==> config.mk <==
export PLATFORM = sky130hd
export DESIGN_NAME = icewerx_adc_filter
export DESIGN_NICKNAME = d
export VERILOG_FILES = /design/src/rtl/icewerx_adc_filter.sv
export SDC_FILE = /design/constraint.sdc
export NUM_CORES = 1
export LEC_CHECK = 0
export CORE_ASPECT_RATIO = 0.75
export CORE_MARGIN = 4
export CORE_UTILIZATION = 30
export DETAILED_ROUTE_END_ITERATION = 8
export DONT_BUFFER_PORTS = 1
export REMOVE_ABC_BUFFERS = 1
export SLEW_MARGIN = 15
export SYNTH_ARGS = -nofsm -noshare
export SYNTH_HDL_FRONTEND = slang
export SYNTH_SLANG_ARGS = --single-unit
==> constraint.sdc <==
create_clock -name clk -period 7.95 [get_ports clk]
set_clock_uncertainty 0.1 [all_clocks]
set_input_delay 1.1925 -clock clk [delete_from_list [all_inputs] [get_ports clk]]
set_output_delay 1.1925 -clock clk [all_outputs]
set_load 0.05 [all_outputs]
==> src/rtl/icewerx_adc_filter.sv <==
// icewerx_adc_filter: snapshots four raw 10-bit ADC channels at a fixed rate
// and runs each through a shared first-order IIR low-pass (coefficient
// 1/2^Shift), with per-channel over-limit flags that use hysteresis.
//
// state   | meaning
// --------+-----------------------------------------------------------
// IDLE    | waiting for the sample-rate tick
// CAPTURE | latch adc1..4 together into the snapshot registers
// CALC    | four cycles, one channel per cycle (ch = 0..3)
// DONE    | pulse sample_valid, mark filter as primed
module icewerx_adc_filter #(
    parameter int ClkFrequency = 12000000,
    parameter int SampleRate   = 1000,
    parameter int Shift        = 3,
    parameter int Hysteresis   = 8
) (
    input  logic       clk,
    input  logic       rst_n,
    input  logic [9:0] adc1,
    input  logic [9:0] adc2,
    input  logic [9:0] adc3,
    input  logic [9:0] adc4,
    input  logic [9:0] limit,
    output logic [9:0] filt1,
    output logic [9:0] filt2,
    output logic [9:0] filt3,
    output logic [9:0] filt4,
    output logic [3:0] over,
    output logic       sample_valid
);

    localparam int              Div     = ClkFrequency / SampleRate;
    localparam int              CntW    = (Div > 1) ? $clog2(Div) : 1;
    localparam logic [CntW-1:0] CntLast = CntW'(Div - 1);
    localparam int              AccW    = 10 + Shift;
    localparam logic [10:0]     HystW   = 11'(Hysteresis);

    typedef enum logic [1:0] {
        IDLE    = 2'd0,
        CAPTURE = 2'd1,
        CALC    = 2'd2,
        DONE    = 2'd3
    } state_t;

    state_t          state;
    state_t          state_nxt;
    logic [CntW-1:0] tick_cnt;
    logic            tick;
    logic [1:0]      ch;
    logic            primed;
    logic [9:0]      snap [4];
    logic [AccW-1:0] acc  [4];
    logic [9:0]      filt [4];
    logic [3:0]      over_q;

    logic [9:0]      x_cur;
    logic [AccW-1:0] acc_cur;
    logic [AccW-1:0] acc_new;
    logic [9:0]      filt_new;
    logic [10:0]     thr_set;
    logic            over_set;
    logic            over_clr;

    // Free-running sample-rate counter; tick marks its terminal count.
    always_ff @(posedge clk or negedge rst_n) begin
        if (!rst_n) begin
            tick_cnt <= '0;
        end else if (tick_cnt == CntLast) begin
            tick_cnt <= '0;
        end else begin
            tick_cnt <= tick_cnt + CntW'(1);
        end
    end

    assign tick = (tick_cnt == CntLast);

    // FSM state register.
    always_ff @(posedge clk or negedge rst_n) begin
        if (!rst_n) begin
            state <= IDLE;
        end else begin
            state <= state_nxt;
        end
    end

    // Next-state and sample_valid decode; ticks outside IDLE are ignored.
    always_comb begin
        state_nxt    = state;
        sample_valid = 1'b0;
        case (state)
            IDLE:    if (tick) state_nxt = CAPTURE;
            CAPTURE: state_nxt = CALC;
            CALC:    if (ch == 2'd3) state_nxt = DONE;
            DONE: begin
                sample_valid = 1'b1;
                state_nxt    = IDLE;
            end
            default: state_nxt = IDLE;
        endcase
    end

    // Shared IIR datapath for the channel selected by ch; the first pass
    // after reset preloads the accumulator so the output starts at the raw value.
    always_comb begin
        x_cur   = snap[ch];
        acc_cur = acc[ch];
        if (primed) begin
            // acc - (acc >> Shift) never goes negative and the sum stays
            // below 2^AccW, so AccW bits hold the full result.
            acc_new = acc_cur - (acc_cur >> Shift) + AccW'(x_cur);
        end else begin
            acc_new = AccW'(x_cur) << Shift;
        end
        filt_new = 10'(acc_new >> Shift);
        thr_set  = {1'b0, limit} + HystW;
        over_set = ({1'b0, filt_new} >= thr_set);
        over_clr = (filt_new < limit);
    end

    // Snapshot, accumulator, output and flag registers.
    always_ff @(posedge clk or negedge rst_n) begin
        if (!rst_n) begin
            ch     <= 2'd0;
            primed <= 1'b0;
            over_q <= 4'd0;
            for (int i = 0; i < 4; i++) begin
                snap[i] <= '0;
                acc[i]  <= '0;
                filt[i] <= '0;
            end
        end else begin
            case (state)
                CAPTURE: begin
                    snap[0] <= adc1;
                    snap[1] <= adc2;
                    snap[2] <= adc3;
                    snap[3] <= adc4;
                    ch      <= 2'd0;
                end
                CALC: begin
                    acc[ch]  <= acc_new;
                    filt[ch] <= filt_new;
                    if (over_set) begin
                        over_q[ch] <= 1'b1;
                    end else if (over_clr) begin
                        over_q[ch] <= 1'b0;
                    end
                    ch <= ch + 2'd1;
                end
                DONE: begin
                    primed <= 1'b1;
                end
                default: begin
                end
            endcase
        end
    end

    assign filt1 = filt[0];
    assign filt2 = filt[1];
    assign filt3 = filt[2];
    assign filt4 = filt[3];
    assign over  = over_q;

endmodule

==> impl_metrics.ini <==
[synthesis]
async_flop_share = 1.00
synthTopCellsByArea = dfrtp_1 42%, mux2_2 7.2%, ha_1 7.1%
yosys-mux-area-fraction = 0.160
synth-adder-area-share = 0.101
synth_ff_type = dfrtp_1
synthSimpleGateAreaFrac = 0.0905
synth_compound_area_frac = 0.101
yosysTopAreaCellShare = 0.418
netlist_area_um2 = 6880
synth_edf_count = 0
synth_cell_type_count = 55
synth_area_leader_cell = dfrtp_1
ys_ff_latch = 115
synth.avg_cell_area_um2 = 10.7
syn_inst = 646
synth_xor_area_frac = 0.0331
seq_area_frac_synth = 0.418
yosysWarningCount = 0
synth_top_family_by_area = multiplexers

[die]
dieHeight_um = 139
die_area_um2 = 25500
rows = 47
fp.dieW_um = 183
io-pin-count = 97
start_util = 0.309
core_um2 = 22300

[clock_tree]
clk_pin_slew_worst_paths_ps = 50
cts_setup_buffers = 0
cts_tree = yes
cts_root_buf = clkbuf_16
insertion_delay_ps = 420
post_cts_resized = 0
htree_levels = 4
ctsHoldBuffers = 0
cts-buffers-inserted = 17
cts.sinks = 115
cts_max_path_buffers = 2

[power]
p_leak_nw = 3.39
seqPwrFrac = 0.433
power.total_w = 0.00138
switching_share = 0.213
cellPowerDensity_nw_per_um2 = 184
power_frac_clock = 0.556
internal_power_w = 0.00108
switchingPower_w = 0.000293
combPwrFrac = 0.011
vdd_ir_drop_max_mv = 0.132

[critical_path]
cpMaxStageDelayCell = dfrtp_1
cp.arrival_ps = 6100
required_ps = 8180
cp_max_fo = 26
critical_path_class = reg -> reg
start_kind = flip-flop
cpLargestDelayFamily = compound AO/OA/AOI/OAI gates
max_stage_delay_ps = 1130
cp_cell_sequence = mux4_2, fa_1, inv_1, fa_1, a21o_1, a311oi_2, o311ai_1, a21oi_1, xnor2_1, mux2i_2, inv_1, ha_1, inv_1, a41oi_1, inv_1, nor4_1, nor4bb_1, or2_2, o211ai_1
worst-path-buf-inv = 4
cpMostUsedCell = inv_1
end_kind = flip-flop

[timing]
max_freq_ghz = 0.170
setup_viol = 0
tns_ps = 0
worst_pin_slew_ps = 1190
rsz0062_at_grt = no
hold_violations = 0
period_share = 0.738
final-max-slew-violation-count = 0
slew-limit-headroom = 0.206
fin_crit_ps = 5870

[worst_hold_path]
min_path_type = in -> async

[layout]
finish.net_count = 707
drive_gt1_frac = 0.181
utilization = 0.335
fin_cells = 913
antenna_cells = 0
area_growth_pct = 8.54

[drt]
detail_route.wl_per_cell_um = 18.0
vias = 4437
dr.pass1.iters = 4
drc = 0
drt_iter0_markers = 304
routed_wl_um = 16400
ant_nets = 0
routed_via_density = 4.86

[global_route]
grt_pass1_vias = 4450
grt_max_degree = 116
grt-ovfl-total = 0
grt_use_total = 0.134
grt_pass1_wl_um = 26500
grt_antenna_before_repair = 0

[placed_design]
gp_congestion = 0.819
hpwl_um = 12200
place_inst = 881
io_buffers = 0

[run]
cap_violations = 0

[status]
status = completed
-- sequential cells by signal, summed over array words and instances, names as in the netlist, named ones only --
register / count
primed: 1
filt1: 10
ch: 2
tick_cnt: 14
snap: 40
filt4: 10
state: 2
acc: 22
filt3: 10
-- stage by stage --
stage | hold WS, ps | setup slack [ps] | instance area, µm²
2_1_floorplan | 338 | 2450 | 6490
3_3_place_gp | 357 | 2300 | 6880
3_5_place_dp | 362 | 2140 | 6880
4_1_cts | 354 | 2110 | 7470
5_1_grt | 350 | 1570 | 7470
6_report | 372 | 2080 | 7470
-- per-layer routing --
| layer | routed length, µm | GRT usage |
|---|---|---|
| met1 | 8280 | 0.204 |
| met2 | 6550 | 0.177 |
| met3 | 1460 | 0.0509 |
| met4 | 146 | 0.0353 |
| met5 | 0 | 0 |
-- path summary, 6_finish.rpt --
path | startpoint | end | slack, ps | depth (start not counted)
max | ch[1] | flip-flop | 2080 | 19
min | rst_n | snap[27] | 370 | 0
max reg2reg | ch[1] | flip-flop | 2080 | 19
min reg2reg | tick_cnt[4] | tick_cnt[4] | 370 | 1
max in group asynchronous | rst_n | filt1[2] | 7230 | 0
min in group clk | tick_cnt[4] | tick_cnt[4] | 370 | 1
-- power groups by stage --
stage	Sequential (W)	Clock, W	Combinational, W
5_1_grt	0.000596	0.000810	0.0000187
3_3_place_gp	0.000607	0	0.0000154
2_1_floorplan	0.000605	0	0.0000128
4_1_cts	0.000596	0.000783	0.0000155
6_report	0.000596	0.000766	0.0000155
3_5_place_dp	0.000607	0	0.0000154
-- cell type report --
| class | count | area [µm²] |
|---|---|---|
| inverters | 72 | 270 |
| fillers | 2228 | 14800 |
| clock buffers | 18 | 429 |
| multi-input cells | 398 | 3350 |
| flip-flops and latches | 115 | 2880 |
| well taps | 294 | 368 |
| clock inverters | 14 | 163 |
| repair buffers | 2 | 15.0 |
-- placed cells by master (no fill, tap or decap), types with 3 or more instances in the layout --
master | netlist | routed
mux2i_1 | 6 | 6
bufinv_16 | 0 | 3
nand2_1 | 68 | 68
o21ai_1 | 4 | 4
nand4_1 | 4 | 4
or2_2 | 5 | 5
mux2_2 | 44 | 44
clkinv_2 | 0 | 5
and3_1 | 3 | 3
fa_1 | 10 | 10
o21a_1 | 4 | 4
a21oi_1 | 12 | 12
clkbuf_16 | 0 | 17
o21ai_0 | 55 | 55
o31a_1 | 4 | 4
ha_1 | 39 | 38
clkinvlp_4 | 0 | 4
xor2_1 | 10 | 10
o211ai_1 | 7 | 7
mux4_1 | 3 | 3
mux4_2 | 20 | 20
xnor2_1 | 16 | 16
a31oi_1 | 3 | 3
a21o_1 | 6 | 6
nor2_1 | 21 | 21
nand3_1 | 20 | 20
dfrtp_1 | 115 | 114
inv_1 | 72 | 72
-- cell usage after synthesis (2+ instances only) --
master,number
nor4_1,2
nand3_1,20
a211oi_1,2
dfrtp_1,115
xnor2_1,16
o21ai_1,4
buf_2,3
and3_1,3
o31ai_1,2
a21o_1,6
and2_1,2
buf_1,4
ha_1,39
mux4_1,3
o31a_1,4
nand4_1,4
a21oi_1,12
a31oi_1,3
inv_1,72
or2_2,5
nor2b_1,2
nand2_1,68
or3_1,2
a211oi_2,2
clkbuf_1,13
fa_1,10
o21a_1,4
mux2i_1,6
xor2_1,10
buf_4,40
mux4_2,20
o311ai_1,2
o21ai_0,55
o211ai_1,7
nor2_1,21
mux2_2,44
-- logic make-up after synthesis --
logic type                 after synthesis
buffers and inverters                  133
xor gates and xnor gates                26
DFF                                    115
adders and majority gates               50
AOI/OAI and AO/OA                      111
muxes                                   74
and+or+nand+nor                        137
-- worst register-to-register path: cells and delay by family (launching register included) --
| kind | cells | cell delay (ps) |
|---|---|---|
| XOR/XNOR | 1 | 100 |
| buffers and inverters | 4 | 350 |
| AO/OA/AOI/OAI | 6 | 1380 |
| adder cells (fa/ha/maj) | 3 | 1300 |
| flip-flops | 1 | 1130 |
| AND/OR/NAND/NOR | 3 | 680 |
| multiplexers | 2 | 770 |
(Power assumes the default switching activity.)
